**src/rtl/parking_display_scan.sv**
```systemverilog
`default_nettype none
// +--------------------------------------------------------------------------+
// | Module  : parking_display_scan                                           |
// | Brief   : Multiplexed 7-segment driver for the parking status panel.     |
// |           Left group = free-slot count, right group = first empty slot,  |
// |           both converted by a sequential double-dabble engine.           |
// |           Optional blink on a full lot: PARKING_DISPLAY_BLINK_EN.        |
// | Revision: 1.0 - initial release                                          |
// +--------------------------------------------------------------------------+
module parking_display_scan #(
  parameter int CAP_W      = 7,
  parameter int IDX_W      = 7,
  parameter int CAP_DIGITS = 2,
  parameter int IDX_DIGITS = 2,
  parameter int BLINK_HALF = 250
) (
  input  logic                             clk_500Hz,
  input  logic                             reset,
  input  logic                             load,
  input  logic [CAP_W-1:0]                 capacity,
  input  logic [IDX_W-1:0]                 first_empty,
  output logic                             busy,
  output logic [CAP_DIGITS+IDX_DIGITS-1:0] anodes,
  output logic [6:0]                       segments
);

  localparam int NUM    = CAP_DIGITS + IDX_DIGITS;
  localparam int WMAX   = (CAP_W > IDX_W) ? CAP_W : IDX_W;
  localparam int BCD_D  = (WMAX * 3) / 10 + 1;
  localparam int BCD_W  = 4 * BCD_D;
  localparam int GRP_D  = (CAP_DIGITS > IDX_DIGITS) ? CAP_DIGITS : IDX_DIGITS;
  localparam int PAD_D  = (BCD_D > GRP_D) ? BCD_D : GRP_D;
  localparam int PAD_W  = 4 * PAD_D;
  localparam int STEP_W = $clog2(WMAX + 1);
  localparam int K_W    = (NUM > 1) ? $clog2(NUM) : 1;

  localparam logic [3:0] c_blank = 4'hF;
  localparam logic [3:0] c_dash  = 4'hE;

  logic [WMAX-1:0]   r_cap_bin, r_idx_bin;
  logic [BCD_W-1:0]  r_cap_bcd, r_idx_bcd;
  logic [STEP_W-1:0] r_step;
  logic              r_busy;
  logic              r_pend;
  logic [CAP_W-1:0]  r_pend_cap;
  logic [IDX_W-1:0]  r_pend_idx;
  logic [3:0]        r_digit [NUM];
  logic              r_cap_zero;
  logic [K_W-1:0]    r_k;

  logic [BCD_W-1:0]  w_cap_bcd_nx, w_idx_bcd_nx;
  logic [PAD_W-1:0]  w_cap_pad, w_idx_pad;
  logic              w_cap_sat, w_idx_sat, w_cap_zero, w_lead;
  logic [3:0]        w_d;
  logic [3:0]        w_new_digit [NUM];
  logic [CAP_W-1:0]  w_src_cap;
  logic [IDX_W-1:0]  w_src_idx;
  logic              w_final;
  logic              w_blink_on;

  function automatic logic [BCD_W-1:0] dabble(input logic [BCD_W-1:0] bcd, input logic bit_in);
    logic [BCD_W-1:0] adj;
    adj = bcd;
    for (int i = 0; i < BCD_D; i++) begin
      if (adj[4*i +: 4] >= 4'd5) adj[4*i +: 4] = adj[4*i +: 4] + 4'd3;
    end
    return {adj[BCD_W-2:0], bit_in};
  endfunction

  function automatic logic [6:0] seg_decode(input logic [3:0] d);
    case (d)
      4'd0:    return 7'b1000000;
      4'd1:    return 7'b1111001;
      4'd2:    return 7'b0100100;
      4'd3:    return 7'b0110000;
      4'd4:    return 7'b0011001;
      4'd5:    return 7'b0010010;
      4'd6:    return 7'b0000010;
      4'd7:    return 7'b1111000;
      4'd8:    return 7'b0000000;
      4'd9:    return 7'b0010000;
      c_dash:  return 7'b0111111;
      default: return 7'b1111111;
    endcase
  endfunction

  assign w_cap_bcd_nx = dabble(r_cap_bcd, r_cap_bin[WMAX-1]);
  assign w_idx_bcd_nx = dabble(r_idx_bcd, r_idx_bin[WMAX-1]);
  assign w_src_cap    = load ? capacity    : r_pend_cap;
  assign w_src_idx    = load ? first_empty : r_pend_idx;
  assign w_final      = r_busy && (r_step == STEP_W'(WMAX - 1));
  assign busy         = r_busy;

  // Format both groups from the result of the final dabble step
  always_comb begin
    w_cap_pad  = PAD_W'(w_cap_bcd_nx);
    w_idx_pad  = PAD_W'(w_idx_bcd_nx);
    w_cap_zero = (w_cap_bcd_nx == '0);
    w_cap_sat  = 1'b0;
    w_idx_sat  = 1'b0;
    w_lead     = 1'b1;
    w_d        = 4'd0;
    for (int i = 0; i < NUM; i++) w_new_digit[i] = c_blank;
    for (int j = CAP_DIGITS; j < PAD_D; j++) w_cap_sat |= (w_cap_pad[4*j +: 4] != 4'd0);
    for (int j = IDX_DIGITS; j < PAD_D; j++) w_idx_sat |= (w_idx_pad[4*j +: 4] != 4'd0);
    for (int i = CAP_DIGITS - 1; i >= 0; i--) begin
      w_d = w_cap_sat ? 4'd9 : w_cap_pad[4*i +: 4];
      if (w_lead && (w_d == 4'd0) && (i != 0)) begin
        w_new_digit[CAP_DIGITS-1-i] = c_blank;
      end else begin
        w_new_digit[CAP_DIGITS-1-i] = w_d;
        w_lead = 1'b0;
      end
    end
    w_lead = 1'b1;
    for (int i = IDX_DIGITS - 1; i >= 0; i--) begin
      w_d = w_idx_sat ? 4'd9 : w_idx_pad[4*i +: 4];
      if (w_cap_zero) begin
        w_new_digit[NUM-1-i] = c_dash;
      end else if (w_lead && (w_d == 4'd0) && (i != 0)) begin
        w_new_digit[NUM-1-i] = c_blank;
      end else begin
        w_new_digit[NUM-1-i] = w_d;
        w_lead = 1'b0;
      end
    end
  end

  always_ff @(posedge clk_500Hz or negedge reset) begin
    if (!reset) begin
      r_cap_bin  <= '0;
      r_idx_bin  <= '0;
      r_cap_bcd  <= '0;
      r_idx_bcd  <= '0;
      r_step     <= '0;
      r_busy     <= 1'b0;
      r_pend     <= 1'b0;
      r_pend_cap <= '0;
      r_pend_idx <= '0;
      r_cap_zero <= 1'b0;
      for (int i = 0; i < NUM; i++) r_digit[i] <= c_blank;
    end else if (!r_busy || w_final) begin
      if (w_final) begin
        r_digit    <= w_new_digit;
        r_cap_zero <= w_cap_zero;
      end
      // A queued or simultaneous load restarts the engine without an idle cycle
      if (load || r_pend) begin
        r_cap_bin <= WMAX'(w_src_cap);
        r_idx_bin <= WMAX'(w_src_idx);
        r_cap_bcd <= '0;
        r_idx_bcd <= '0;
        r_step    <= '0;
        r_busy    <= 1'b1;
      end else begin
        r_busy <= 1'b0;
      end
      r_pend <= 1'b0;
    end else begin
      r_cap_bin <= r_cap_bin << 1;
      r_idx_bin <= r_idx_bin << 1;
      r_cap_bcd <= w_cap_bcd_nx;
      r_idx_bcd <= w_idx_bcd_nx;
      r_step    <= r_step + 1'b1;
      if (load) begin
        r_pend     <= 1'b1;
        r_pend_cap <= capacity;
        r_pend_idx <= first_empty;
      end
    end
  end

`ifdef PARKING_DISPLAY_BLINK_EN
  localparam int BC_W = (BLINK_HALF > 1) ? $clog2(BLINK_HALF) : 1;
  logic [BC_W-1:0] r_blink_cnt;
  logic            r_blink_on;

  always_ff @(posedge clk_500Hz or negedge reset) begin
    if (!reset) begin
      r_blink_cnt <= '0;
      r_blink_on  <= 1'b1;
    end else if (!r_cap_zero) begin
      r_blink_cnt <= '0;
      r_blink_on  <= 1'b1;
    end else if (r_blink_cnt == BC_W'(BLINK_HALF - 1)) begin
      r_blink_cnt <= '0;
      r_blink_on  <= ~r_blink_on;
    end else begin
      r_blink_cnt <= r_blink_cnt + 1'b1;
    end
  end
  assign w_blink_on = r_blink_on;
`else
  assign w_blink_on = 1'b1;
  // BLINK_HALF has no effect without the blink build
  if (BLINK_HALF < 1) begin : g_blink_half_unused
  end
`endif

  always_ff @(posedge clk_500Hz or negedge reset) begin
    if (!reset) begin
      r_k      <= '0;
      anodes   <= '0;
      segments <= 7'b1111111;
    end else begin
      anodes   <= w_blink_on ? (NUM'(1) << (K_W'(NUM - 1) - r_k)) : '0;
      segments <= w_blink_on ? seg_decode(r_digit[r_k]) : 7'b1111111;
      r_k      <= (r_k == K_W'(NUM - 1)) ? '0 : r_k + 1'b1;
    end
  end

endmodule
`default_nettype wire
```
**config.mk**
```make
export PLATFORM = sky130hd
export DESIGN_NAME = parking_display_scan
export DESIGN_NICKNAME = d
export VERILOG_FILES = /design/src/rtl/parking_display_scan.sv
export SDC_FILE = /design/constraint.sdc
export NUM_CORES = 1
export LEC_CHECK = 0
export BUFFER_PORTS_ARGS = -buffer_cell sky130_fd_sc_hd__buf_4
export CAP_MARGIN = 0
export CORE_MARGIN = 8
export CORE_UTILIZATION = 61
export DETAILED_ROUTE_END_ITERATION = 12
export GPL_TIMING_DRIVEN = 0
export PLACE_DENSITY = 0.88
export SYNTH_ARGS = -nofsm -noshare
export SYNTH_HDL_FRONTEND = slang
export SYNTH_SLANG_ARGS = --single-unit
export TNS_END_PERCENT = 5
```
**constraint.sdc**
```tcl
create_clock -name clk_500Hz -period 2.6 [get_ports clk_500Hz]
set_input_delay 0.13 -clock clk_500Hz [delete_from_list [all_inputs] [get_ports clk_500Hz]]
set_output_delay 0.13 -clock clk_500Hz [all_outputs]
set_load 0.1 [all_outputs]
```
==> summary.md <==
| Metric | Value |
|---|---|
| Via count | `3668` |
| Clk slew on worst S/H paths | `90 ps` |
| FF-to-FF setup slack | `100 ps` |
| First-pass DRT Iterations | `5` |
| Syn Inst Count | `447` |
| Port-buffer cells | `28` |
| Core Footprint | `7180 um2` |
| Slew Viols, Final | `0` |
| Number of global-route vias before repair | `3792` |
| Post-synthesis sequential area ratio | `a little under 50%` |
| GP Congestion | `between 0.8 and 0.9` |
| Sink Count | `86` |
| Syn Nets | `around 500` |
| Nets | `544` |
| H-tree depth | `3` |
| WL final | `10.7 mm` |
| Wire length per cell | `17.6 um` |
| Synth top cells by count | `dfrtp_1 (63), o21ai_0 (40), nand2_1 (39), a21oi_1 (38), nor2_1 (37)` |
| First DRT Iteration DRCs | `about 200` |
| Maximum capacitance violations | `0` |
| Initial Utilization | `62.3%` |
| NetSw | `2.85 mW` |
| Critical Path Fanout Max | `4` |
| Cell taking the most area after synthesis | `dfrtp_1` |
| Final hold violations | `0` |
| Proportion of power drawn by flip-flops and latches | `between 30 and 40%` |
| Crit path to | `r_digit[11]$_DFFE_PN1P_` |
| Antenna diodes | `0` |
| EDFF count, synth | `0` |
| Count leader, synth | `dfrtp_1` |
| Clock buffer depth | `2` |
| Syn. warnings | `0` |
| # rows | `31` |
| Crit Path Category | `reg -> reg` |
| Relative slew slack | `between 20 and 30%` |
| FF-to-FF path depth | `8` |
| Fin crit share | `96.2%` |
| Int Pwr | `around 3.5 mW` |
| Post-route setup TNS | `0 ps` |
| Synth top area cells | `dfrtp_1 (35%), dfstp_2 (14%), ha_1 (6.7%), mux2i_1 (4.9%), o21ai_0 (4.5%)` |
| Die Area | `approximately 10000 um2` |
| P per Cell Area | `approximately 1200 nW/um2` |
| Cell Area, Synth | `4470 um2` |
| Worst r2r dst | `r_digit[11]$_DFFE_PN1P_` |
| CTS Root Cell | `clkbuf_8` |
| Yosys cell types | `43` |
| Share of cells above drive strength 1 | `18.1%` |
| CP Launch Type | `flip-flop` |
| Comb pwr share | `48.0%` |
| Vias per inst | `6.04` |
| Worst R2R Start | `r_cap_bcd[8]$_DFFE_PN0P_` |
| Endpoints failing setup | `0` |
| # IOs | `29` |
| Top-area cell type share of the netlist area | `35.3%` |
| Outcome | `complete, no violations` |
| Syn_area_per_cell | `between 10 and 15 um2` |
| Peak supply drop | `571 uV` |
| First-pass GRT wire length | `17.9 mm` |
| Layout area overhead | `15.9%` |
| DRC Markers | `0` |
| Final Skew | `14.5 ps` |
| All-Layer GR Usage | `between 20% and 30%` |
| Main synth FF type | `dfrtp_1` |
| GRT overflow | `0` |
| Fraction of registers with async set/reset | `100%` |
| Period minus WS final | `2500 ps` |
| RSZ-0062 raised after global routing | `false` |
| Final ANT Viol Nets | `0` |
| Fmax | `0.400 GHz` |
| Leakage power figure | `~2.3 nW` |
| Critical path arrival | `between 2000 and 3000 ps` |
| CP endpoint kind | `flip-flop` |
| CTS tree | `done` |
| Final Core Density | `between 70% and 80%` |
| CP Launch Point | `r_cap_bcd[8]$_DFFE_PN0P_` |
| Sw Ratio | `44.7%` |
| Initial antenna violation count | `0` |
| Post-DP HPWL | `7.10 mm` |
| #FFs+latches synth | `86` |
| Total CTS buffers | `9` |
| Largest net degree at the start of global routing | `87` |
| Worst hold path type | `in -> reg` |
| Die Y | `roughly 100 um` |
| Die extent in x | `102 um` |
| Clock network fraction of design power | `15.2%` |
| WP data required | `approximately 2900 ps` |
| Least-Margin Pin Slew | `between 1000 and 1500 ps` |
| Clk_lat worst skew | `about 370 ps` |
[metrics by stage]
stage | hold WS [ps] | instances | worst slack (ps) | power (mW) | cell area [um2]
floorplan | -166 | 447 | 315 | 4.52 | 4470
global placement | 355 | 574 | 103 | 5.06 | 4810
detailed placement | 363 | 574 | 8.61 | 5.26 | 4810
CTS | 124 | 607 | 77.4 | 6.28 | 5170
global route | 158 | 607 | 5.85 | 6.80 | 5180
finish | 152 | 607 | 97.8 | 6.38 | 5180
[final cells by class]
| cell class | count | area (um2) |
|---|---|---|
| plain buffers | 24 | 95.1 |
| clock buffers | 10 | 128 |
| clock inverters | 6 | 71.3 |
| fillers | 491 | 1990 |
| inverters | 21 | 78.8 |
| multi-input cells | 316 | 2130 |
| flip-flops and latches | 86 | 2180 |
| well taps | 99 | 124 |
| repair buffers | 45 | 375 |
[flip-flops by register name (all words and copies together) (netlist names)]
register,cells
r_cap_bcd,12
anodes,4
busy,1
r_step,3
r_cap_bin,7
segments,7
r_idx_bin,7
r_digit,16
r_pend,1
r_pend_idx,7
r_k,2
r_idx_bcd,12
r_pend_cap,7
[power by group through the flow]
stage | clock network [mW] | registers (mW) | logic, mW
2_1_floorplan | 0 | 2.55 | 1.97
3_3_place_gp | 0 | 2.30 | 2.77
3_5_place_dp | 0 | 2.33 | 2.92
4_1_cts | 0.971 | 2.32 | 3.00
5_1_grt | 1.04 | 2.40 | 3.37
6_report | 0.971 | 2.35 | 3.06
[how the worst min path moves through the flow]
stage                     start  slack (ps)  depth (start not counted)                        end
detailed placement  capacity[5]         360                          2  r_pend_cap[5]$_DFFE_PN0P_
floorplan                 reset        -170                          0        anodes[0]$_DFF_PN0_
global route               load         160                          4      r_step[1]$_DFFE_PN0P_
finish                     load         150                          4      r_step[1]$_DFFE_PN0P_
CTS                        load         120                          4   r_idx_bcd[0]$_DFFE_PN0P_
global placement    capacity[3]         350                          2  r_pend_cap[3]$_DFFE_PN0P_
[logic make-up after synthesis]
logic type / Yosys count / synth area share, %
XOR/XNOR: 6 / 1.18
adder cells (fa/ha/maj): 24 / 6.72
AND/OR/NAND/NOR: 132 / 14.2
flip-flops: 86 / 48.8
multiplexers: 41 / 10.5
AO/OA/AOI/OAI: 113 / 14.8
buffers and inverters: 45 / 3.89
[worst max-delay path, cell delays in order, from the launching register on]
cell       delay [ps]
dfrtp_1           430
inv_1             140
ha_2              230
nand2b_1          100
a21oi_4           210
mux2i_1           250
nand4_2           170
a2111oi_0         780
nor2_1            100
[cells in the final DEF (no fill, tap or decap), drive strengths merged, types with 9 or more instances in the layout]
cell and instances:
nor3b 9, dfstp 23, ha 24, nand2 39
dfrtp 63, inv 22, nor2 37, dlygate4sd3 15
mux2 16, a21oi 42, mux2i 22, clkbuf 30
o21ai 45, buf 34, nand3 24
[timing repair]
action	in CTS	in global routing
resized for setup	0	3
pin swaps	1	0
buffers inserted	2	0
endpoints found under the setup margin	5	9
hold endpoints to repair	77	0
hold buffers	15	0
[per-layer routing]
layer	GRT usage [%]	wire length (um)	up-vias
met5	0	0	-
met4	11.0	240	0
met3	4.67	635	26
met2	37.0	5440	146
met1	26.4	4360	1815
li1	-	-	1681
Note: power is estimated with default switching activity, not from simulation.
